--- config.mk ---
export PLATFORM = sky130hd
export DESIGN_NAME = mem_arbiter
export DESIGN_NICKNAME = d
export VERILOG_FILES = /design/src/rtl/mem_arbiter_pkg.sv /design/src/rtl/mem_load_ext.sv /design/src/rtl/mem_arbiter.sv
export SDC_FILE = /design/constraint.sdc
export NUM_CORES = 1
export LEC_CHECK = 0
export ABC_CLOCK_PERIOD_IN_PS = 6800
export CORE_MARGIN = 2
export CORE_UTILIZATION = 37
export CTS_CLUSTER_DIAMETER = 80
export DETAILED_ROUTE_END_ITERATION = 7
export GPL_TIMING_DRIVEN = 0
export RECOVER_POWER = 100
export SYNTH_ARGS = -nofsm -noshare
export SYNTH_HDL_FRONTEND = slang
export SYNTH_HIERARCHICAL = 1
export SYNTH_SLANG_ARGS = --single-unit
--- constraint.sdc ---
create_clock -name clk_in -period 6.8 [get_ports clk_in]
set_clock_uncertainty 0.05 [all_clocks]
set_input_delay 1.02 -clock clk_in [delete_from_list [all_inputs] [get_ports clk_in]]
set_output_delay 1.02 -clock clk_in [all_outputs]
set_load 0.1 [all_outputs]
--- src/rtl/mem_arbiter_pkg.sv ---
// Shared definitions for the memory arbiter: op-field layout, FSM states, IO window base.
package mem_arbiter_pkg;

    // lsb_op field layout
    localparam int unsigned OP_STORE_BIT    = 3;
    localparam int unsigned OP_UNSIGNED_BIT = 2;
    localparam logic [1:0]  SIZE_B          = 2'b00;
    localparam logic [1:0]  SIZE_H          = 2'b01;
    localparam logic [1:0]  SIZE_W          = 2'b10;

    // Fetch is handled internally as an unextended-looking word load
    localparam logic [3:0]  OP_FETCH        = {2'b00, SIZE_W};

    localparam logic [31:0] IO_BASE_DEFAULT = 32'h0003_0000;

    typedef enum logic [1:0] {
        StIdle,
        StRead,
        StWrite,
        StDone
    } state_e;

    // Number of byte beats for an access size; the reserved size code is treated as a word
    function automatic logic [2:0] op_nbytes(input logic [1:0] size);
        case (size)
            SIZE_B:  op_nbytes = 3'd1;
            SIZE_H:  op_nbytes = 3'd2;
            default: op_nbytes = 3'd4;
        endcase
    endfunction

endpackage

--- src/rtl/mem_load_ext.sv ---
// Load-value extension: sign- or zero-extends byte and halfword loads, passes words through.
module mem_load_ext
    import mem_arbiter_pkg::*;
(
    input  logic [2:0]  op,
    input  logic [31:0] raw,
    output logic [31:0] extended
);

    logic fill_b;
    logic fill_h;

    assign fill_b = ~op[OP_UNSIGNED_BIT] & raw[7];
    assign fill_h = ~op[OP_UNSIGNED_BIT] & raw[15];

    // Select the extension rule from the access size
    always_comb begin
        extended = raw;
        case (op[1:0])
            SIZE_B:  extended = {{24{fill_b}}, raw[7:0]};
            SIZE_H:  extended = {{16{fill_h}}, raw[15:0]};
            default: extended = raw;
        endcase
    end

endmodule

--- src/rtl/mem_arbiter.sv ---
// Arbitrates the byte-wide memory port between instruction fetch and the LSB, splitting
// accesses into byte beats and assembling/extending read data.
module mem_arbiter
    import mem_arbiter_pkg::*;
#(
    parameter int unsigned       ADDR_W  = 32,
    parameter logic [ADDR_W-1:0] IO_BASE = ADDR_W'(IO_BASE_DEFAULT)
) (
    input  logic              clk_in,
    input  logic              rst_in,
    input  logic              rdy_in,
    input  logic              clear_flag,
    input  logic              io_buffer_full,
    input  logic [7:0]        mem_din,
    output logic [7:0]        mem_dout,
    output logic [ADDR_W-1:0] mem_a,
    output logic              mem_wr,
    input  logic              if_req,
    input  logic [ADDR_W-1:0] if_addr,
    output logic              if_ready,
    output logic [31:0]       if_data,
    input  logic              lsb_req,
    input  logic [ADDR_W-1:0] lsb_addr,
    input  logic [31:0]       lsb_data,
    input  logic [3:0]        lsb_op,
    output logic              mem_ready,
    output logic [31:0]       mem_val
);

    state_e            state_q;
    logic [2:0]        cnt_q;
    logic [2:0]        nbytes_q;
    logic [ADDR_W-1:0] base_q;
    logic [3:0]        op_q;
    logic              is_fetch_q;
    logic [31:0]       wdata_q;
    logic [31:0]       lanes_q;
    logic              if_ready_q;
    logic              mem_ready_q;

    logic [2:0]        cnt_back;
    logic [ADDR_W-1:0] beat_addr;
    logic [ADDR_W-1:0] prev_addr;
    logic              io_hit;
    logic              wr_hold;
    logic              read_abort;
    logic [7:0]        wr_byte;
    logic [31:0]       lanes_next;
    logic [31:0]       ext_val;

    // Byte k arrives one cycle after beat k, so the lane being captured is cnt-1
    assign cnt_back  = (cnt_q == 3'd0) ? 3'd0 : cnt_q - 3'd1;
    assign beat_addr = base_q + ADDR_W'(cnt_q);
    assign prev_addr = base_q + ADDR_W'(cnt_back);

    // Unsigned difference keeps the window test correct even near address wrap
    assign io_hit  = (beat_addr - IO_BASE) < ADDR_W'(8);
    assign wr_hold = io_hit & io_buffer_full;

    // Flush cancels any read, including one sitting in DONE; stores always complete
    assign read_abort = rdy_in & clear_flag &
                        ((state_q == StRead) |
                         ((state_q == StDone) & ~op_q[OP_STORE_BIT]));

    assign if_ready  = if_ready_q & rdy_in & ~read_abort;
    assign mem_ready = mem_ready_q & rdy_in & ~read_abort;

    // Store byte for the current beat
    always_comb begin
        wr_byte = wdata_q[7:0];
        case (cnt_q[1:0])
            2'd0: wr_byte = wdata_q[7:0];
            2'd1: wr_byte = wdata_q[15:8];
            2'd2: wr_byte = wdata_q[23:16];
            2'd3: wr_byte = wdata_q[31:24];
            default: wr_byte = wdata_q[7:0];
        endcase
    end

    // Merge the byte arriving this cycle into its lane
    always_comb begin
        lanes_next = lanes_q;
        case (cnt_back[1:0])
            2'd0: lanes_next[7:0]   = mem_din;
            2'd1: lanes_next[15:8]  = mem_din;
            2'd2: lanes_next[23:16] = mem_din;
            2'd3: lanes_next[31:24] = mem_din;
            default: lanes_next = lanes_q;
        endcase
    end

    mem_load_ext u_load_ext (
        .op      (op_q[2:0]),
        .raw     (lanes_next),
        .extended(ext_val)
    );

    // Drive the memory pins from the current state and beat
    always_comb begin
        mem_a    = '0;
        mem_dout = '0;
        mem_wr   = 1'b0;
        case (state_q)
            StRead: begin
                // While paused, re-present the address whose byte is still owed so that
                // mem_din carries it when rdy_in returns
                if (!rdy_in) begin
                    mem_a = prev_addr;
                end else if (cnt_q < nbytes_q) begin
                    mem_a = beat_addr;
                end
            end
            StWrite: begin
                mem_a    = beat_addr;
                mem_dout = wr_byte;
                mem_wr   = rdy_in & ~wr_hold;
            end
            default: begin
                mem_a = '0;
            end
        endcase
    end

    // Arbitration FSM, beat counter, lane assembly and registered result outputs
    always_ff @(posedge clk_in or posedge rst_in) begin
        if (rst_in) begin
            state_q     <= StIdle;
            cnt_q       <= '0;
            nbytes_q    <= '0;
            base_q      <= '0;
            op_q        <= '0;
            is_fetch_q  <= 1'b0;
            wdata_q     <= '0;
            lanes_q     <= '0;
            if_ready_q  <= 1'b0;
            mem_ready_q <= 1'b0;
            if_data     <= '0;
            mem_val     <= '0;
        end else if (rdy_in) begin
            if_ready_q  <= 1'b0;
            mem_ready_q <= 1'b0;
            case (state_q)
                StIdle: begin
                    if (!clear_flag) begin
                        if (lsb_req) begin
                            base_q     <= lsb_addr;
                            op_q       <= lsb_op;
                            wdata_q    <= lsb_data;
                            nbytes_q   <= op_nbytes(lsb_op[1:0]);
                            is_fetch_q <= 1'b0;
                            cnt_q      <= '0;
                            lanes_q    <= '0;
                            state_q    <= lsb_op[OP_STORE_BIT] ? StWrite : StRead;
                        end else if (if_req) begin
                            base_q     <= if_addr;
                            op_q       <= OP_FETCH;
                            wdata_q    <= '0;
                            nbytes_q   <= 3'd4;
                            is_fetch_q <= 1'b1;
                            cnt_q      <= '0;
                            lanes_q    <= '0;
                            state_q    <= StRead;
                        end
                    end
                end
                StRead: begin
                    if (clear_flag) begin
                        state_q <= StIdle;
                    end else begin
                        if (cnt_q != 3'd0) begin
                            lanes_q <= lanes_next;
                        end
                        if (cnt_q == nbytes_q) begin
                            state_q <= StDone;
                            if (is_fetch_q) begin
                                if_ready_q <= 1'b1;
                                if_data    <= lanes_next;
                            end else begin
                                mem_ready_q <= 1'b1;
                                mem_val     <= ext_val;
                            end
                        end else begin
                            cnt_q <= cnt_q + 3'd1;
                        end
                    end
                end
                StWrite: begin
                    if (!wr_hold) begin
                        if (cnt_q == nbytes_q - 3'd1) begin
                            state_q     <= StDone;
                            mem_ready_q <= 1'b1;
                            mem_val     <= '0;
                        end else begin
                            cnt_q <= cnt_q + 3'd1;
                        end
                    end
                end
                StDone: begin
                    state_q <= StIdle;
                end
                default: begin
                    state_q <= StIdle;
                end
            endcase
        end
    end

endmodule

==> key figures <==
Status
  • Status: complete, but fails checks
  • Failing checks: capacitance limit, slew limit

Critical path
  • Worst path slowest cell: clkdlybuf4s50_1
  • Top cell by count, worst path: nor2_1
  • Worst EP required: 5.73 ns
  • Critical setup path kind: flip-flop to output port
  • CP peak stage delay: 0.98 ns
  • Critical path arrival: 5.61 ns
  • Worst setup EP type: output port
  • CP Launch Type: flip-flop
  • Crit Path Max Fanout: 10
  • Sequence of cells on the critical path: ha_1, fa_1, a21oi_1, nor2_1, a2111oi_0, or3_1, nand4b_1, a2111oi_4, clkbuf_2, nor2_1, clkdlybuf4s50_1

Clock tree
  • Clock Path Buffers: 2
  • Worst-path clk slew: 0.08 ns
  • CTS tree: done
  • Clk_lat worst skew: 0.44 ns
  • Sink Count: 175
  • # H-tree levels: 4
  • Hold-fix buffers, CTS: 0
  • Total CTS buffers: 17
  • Root buf cell: clkbuf_16

Logic synthesis
  • Synth unique cells: 66
  • Yosys reg bits: 175
  • Register area share after synthesis: 41.46%
  • Main synth FF type: dfrtp_1
  • Yosys warns: 6
  • Number of synthesized flops with an enable pin: 0
  • Synth Cell Area: 0.01056 mm2
  • Post-synthesis async set-or-reset flop share: 100.0%
  • Post-Synthesis Cells: 1228
  • Mean post-synth cell area: 8.601 um2
  • Post-Syn Nets: 1366

Routing
  • Drt drc: 0
  • ANT nets after route: 0
  • Routed len/inst: 20.41 um
  • Initial DRC count: 955
  • Post-Route WL: 37940 um
  • Vias per inst: 5.562
  • Drt first pass iters: 6
  • Via Count: 10340

Global routing
  • Met1 GRT Util: 37.04%
  • Vias in the first global route: 10050
  • Grt total ovfl: 0
  • Busiest layer in global routing: met2
  • Antenna violations before repair: 0
  • Met2 GRT Util: 39.07%
  • Largest net degree at the start of global routing: 99
  • Grt met3 use: 4.310%
  • First-pass GRT wire length: 60020 um
  • Total GRT Usage: 25.24%

Die
  • Die area: 0.02992 mm2
  • Core footprint: 0.02793 mm2
  • Ports: 222
  • Initial core utilization: 37.81%
  • DIE WIDTH: 173.0 um
  • Row count: 61
  • Die Y: 173.0 um

Min path
  • Min-Delay Path Class: flip-flop to flip-flop

STA
  • Pins Over Slew Limit: 178
  • RSZ-0062 raised after global routing: false
  • Setup Total Neg Slack: 0 ns
  • Fin crit share: 98.29%
  • Worst slew pin tran: 4.302 ns
  • Fin crit period: 6.684 ns
  • Final Setup Violations: 0
  • Fmax: 149.6 MHz
  • Normalized max-slew margin: -188.4%
  • Hold Vio Cnt, Final: 0
  • Worst Slack Setup Final: 0.1162 ns

Cells and area
  • Syn-to-layout area delta: 30.83%
  • Final nets: 1606
  • Share of cells above drive strength 1: 4.254%
  • Antenna cells: 0

Run
  • Max_cap viols: 2

Placed design
  • PortBufs: 220
  • Dpl hpwl: 28640 um
  • Placer Congestion: 0.9262
  • Worst slack, placed: -0.1595 ns
[critical path, delay by kind of cell (launching register included)]
| family | cells | cell delay (ns) |
|---|---|---|
| flip-flops | 1 | 0.50 |
| AND/OR/NAND/NOR | 4 | 0.80 |
| buffers and inverters | 2 | 1.34 |
| AO/OA/AOI/OAI | 3 | 1.77 |
| adder cells (fa/ha/maj) | 2 | 0.75 |
[through the flow]
stage	hold WS [ns]	util [%]	instances	area, um2
6_report	0.4297	49.47	1859	13820
5_1_grt	0.4581	49.47	1859	13820
2_1_floorplan	0.3971	-	1228	10560
3_3_place_gp	0.4109	47.39	1826	13240
4_1_cts	0.4367	49.79	1859	13910
3_5_place_dp	0.4190	47.51	1827	13270
[worst paths after layout]
check                      slack, ns        from  cells past startpoint           to
setup / recovery                0.12    cnt_q[0]                     11       mem_wr
hold / removal                  0.43  if_data[2]                      2   if_data[2]
hold reg to reg                 0.43  if_data[2]                      2   if_data[2]
max in group asynchronous       1.16      rst_in                      3    base_q[4]
setup reg to reg                2.20    cnt_q[1]                     14  mem_val[30]
min in group asynchronous       2.26      rst_in                      2   if_data[5]
[logic make-up after synthesis]
logic type                 Yosys count  share of synthesized area (%)
adders and majority gates           23                          2.867
DFF                                175                          41.46
AOI/OAI and AO/OA                  371                          22.66
muxes                               75                          7.166
and+or+nand+nor                    398                          17.35
xor gates and xnor gates            27                          2.239
buffers and inverters              159                          6.254
[what timing repair did]
| item | CTS | global route |
|---|---|---|
| setup buffers | 0 | 0 |
| setup endpoints to repair | 7 | 17 |
| resized for setup | 3 | 19 |
[Yosys cell counts, types with 24 or more instances]
| master | number | area, um2 |
|---|---|---|
| a21oi_1 | 47 | 235.2 |
| a22o_1 | 34 | 297.8 |
| a22oi_1 | 39 | 292.8 |
| clkbuf_1 | 80 | 300.3 |
| dfrtp_1 | 175 | 4379 |
| inv_1 | 50 | 187.7 |
| mux2i_1 | 72 | 720.7 |
| nand2_1 | 197 | 739.5 |
| nand4_1 | 24 | 150.1 |
| nor2_1 | 74 | 277.8 |
| o211ai_1 | 33 | 247.7 |
| o21ai_0 | 144 | 720.7 |
[metal layers]
layer  up-vias  part of all wire, %
li1       4887                    -
met1      4995                   47
met2       417                   45
met3        41                  6.3
met4         0                  1.5
met5         -                    0
[registers in the layout (all words and copies together), names as in the netlist]
signal	flops
is_fetch_q	1
cnt_q	3
op_q	4
nbytes_q	3
lanes_q	32
mem_ready_q	1
base_q	32
wdata_q	32
mem_val	32
state_q	2
if_data	32
if_ready_q	1
[cells in the final DEF, fill, tap and decap left out, types with 12 or more instances in the layout]
| cell | count |
|---|---|
| and3_1 | 13 |
| dfrtp_1 | 175 |
| a21oi_1 | 47 |
| clkbuf_16 | 17 |
| nand2_1 | 197 |
| clkbuf_1 | 92 |
| dlygate4sd3_1 | 88 |
| nor2_1 | 74 |
| xnor2_1 | 15 |
| inv_1 | 49 |
| mux2i_1 | 73 |
| nor3_1 | 17 |
| ha_1 | 21 |
| o211ai_1 | 33 |
| a22o_1 | 34 |
| xor2_1 | 12 |
| nand4_1 | 24 |
| a211oi_1 | 12 |
| nand3_1 | 19 |
| o21ai_0 | 144 |
| clkdlybuf4s50_1 | 115 |
| a22oi_1 | 39 |
[cell type report]
class | count | area [um2]
timing repair buffer | 221 | 2156
buffer | 108 | 466.7
multi-input combinational | 894 | 5522
fill | 2744 | 14110
clock buffer | 17 | 425.4
sequential | 175 | 4379
inverter | 51 | 192.7
tap | 378 | 473.0
clock inverter | 15 | 205.2
Power is not shown: default switching activity piles up to over one toggle a cycle in this logic, so the estimate is an artifact.
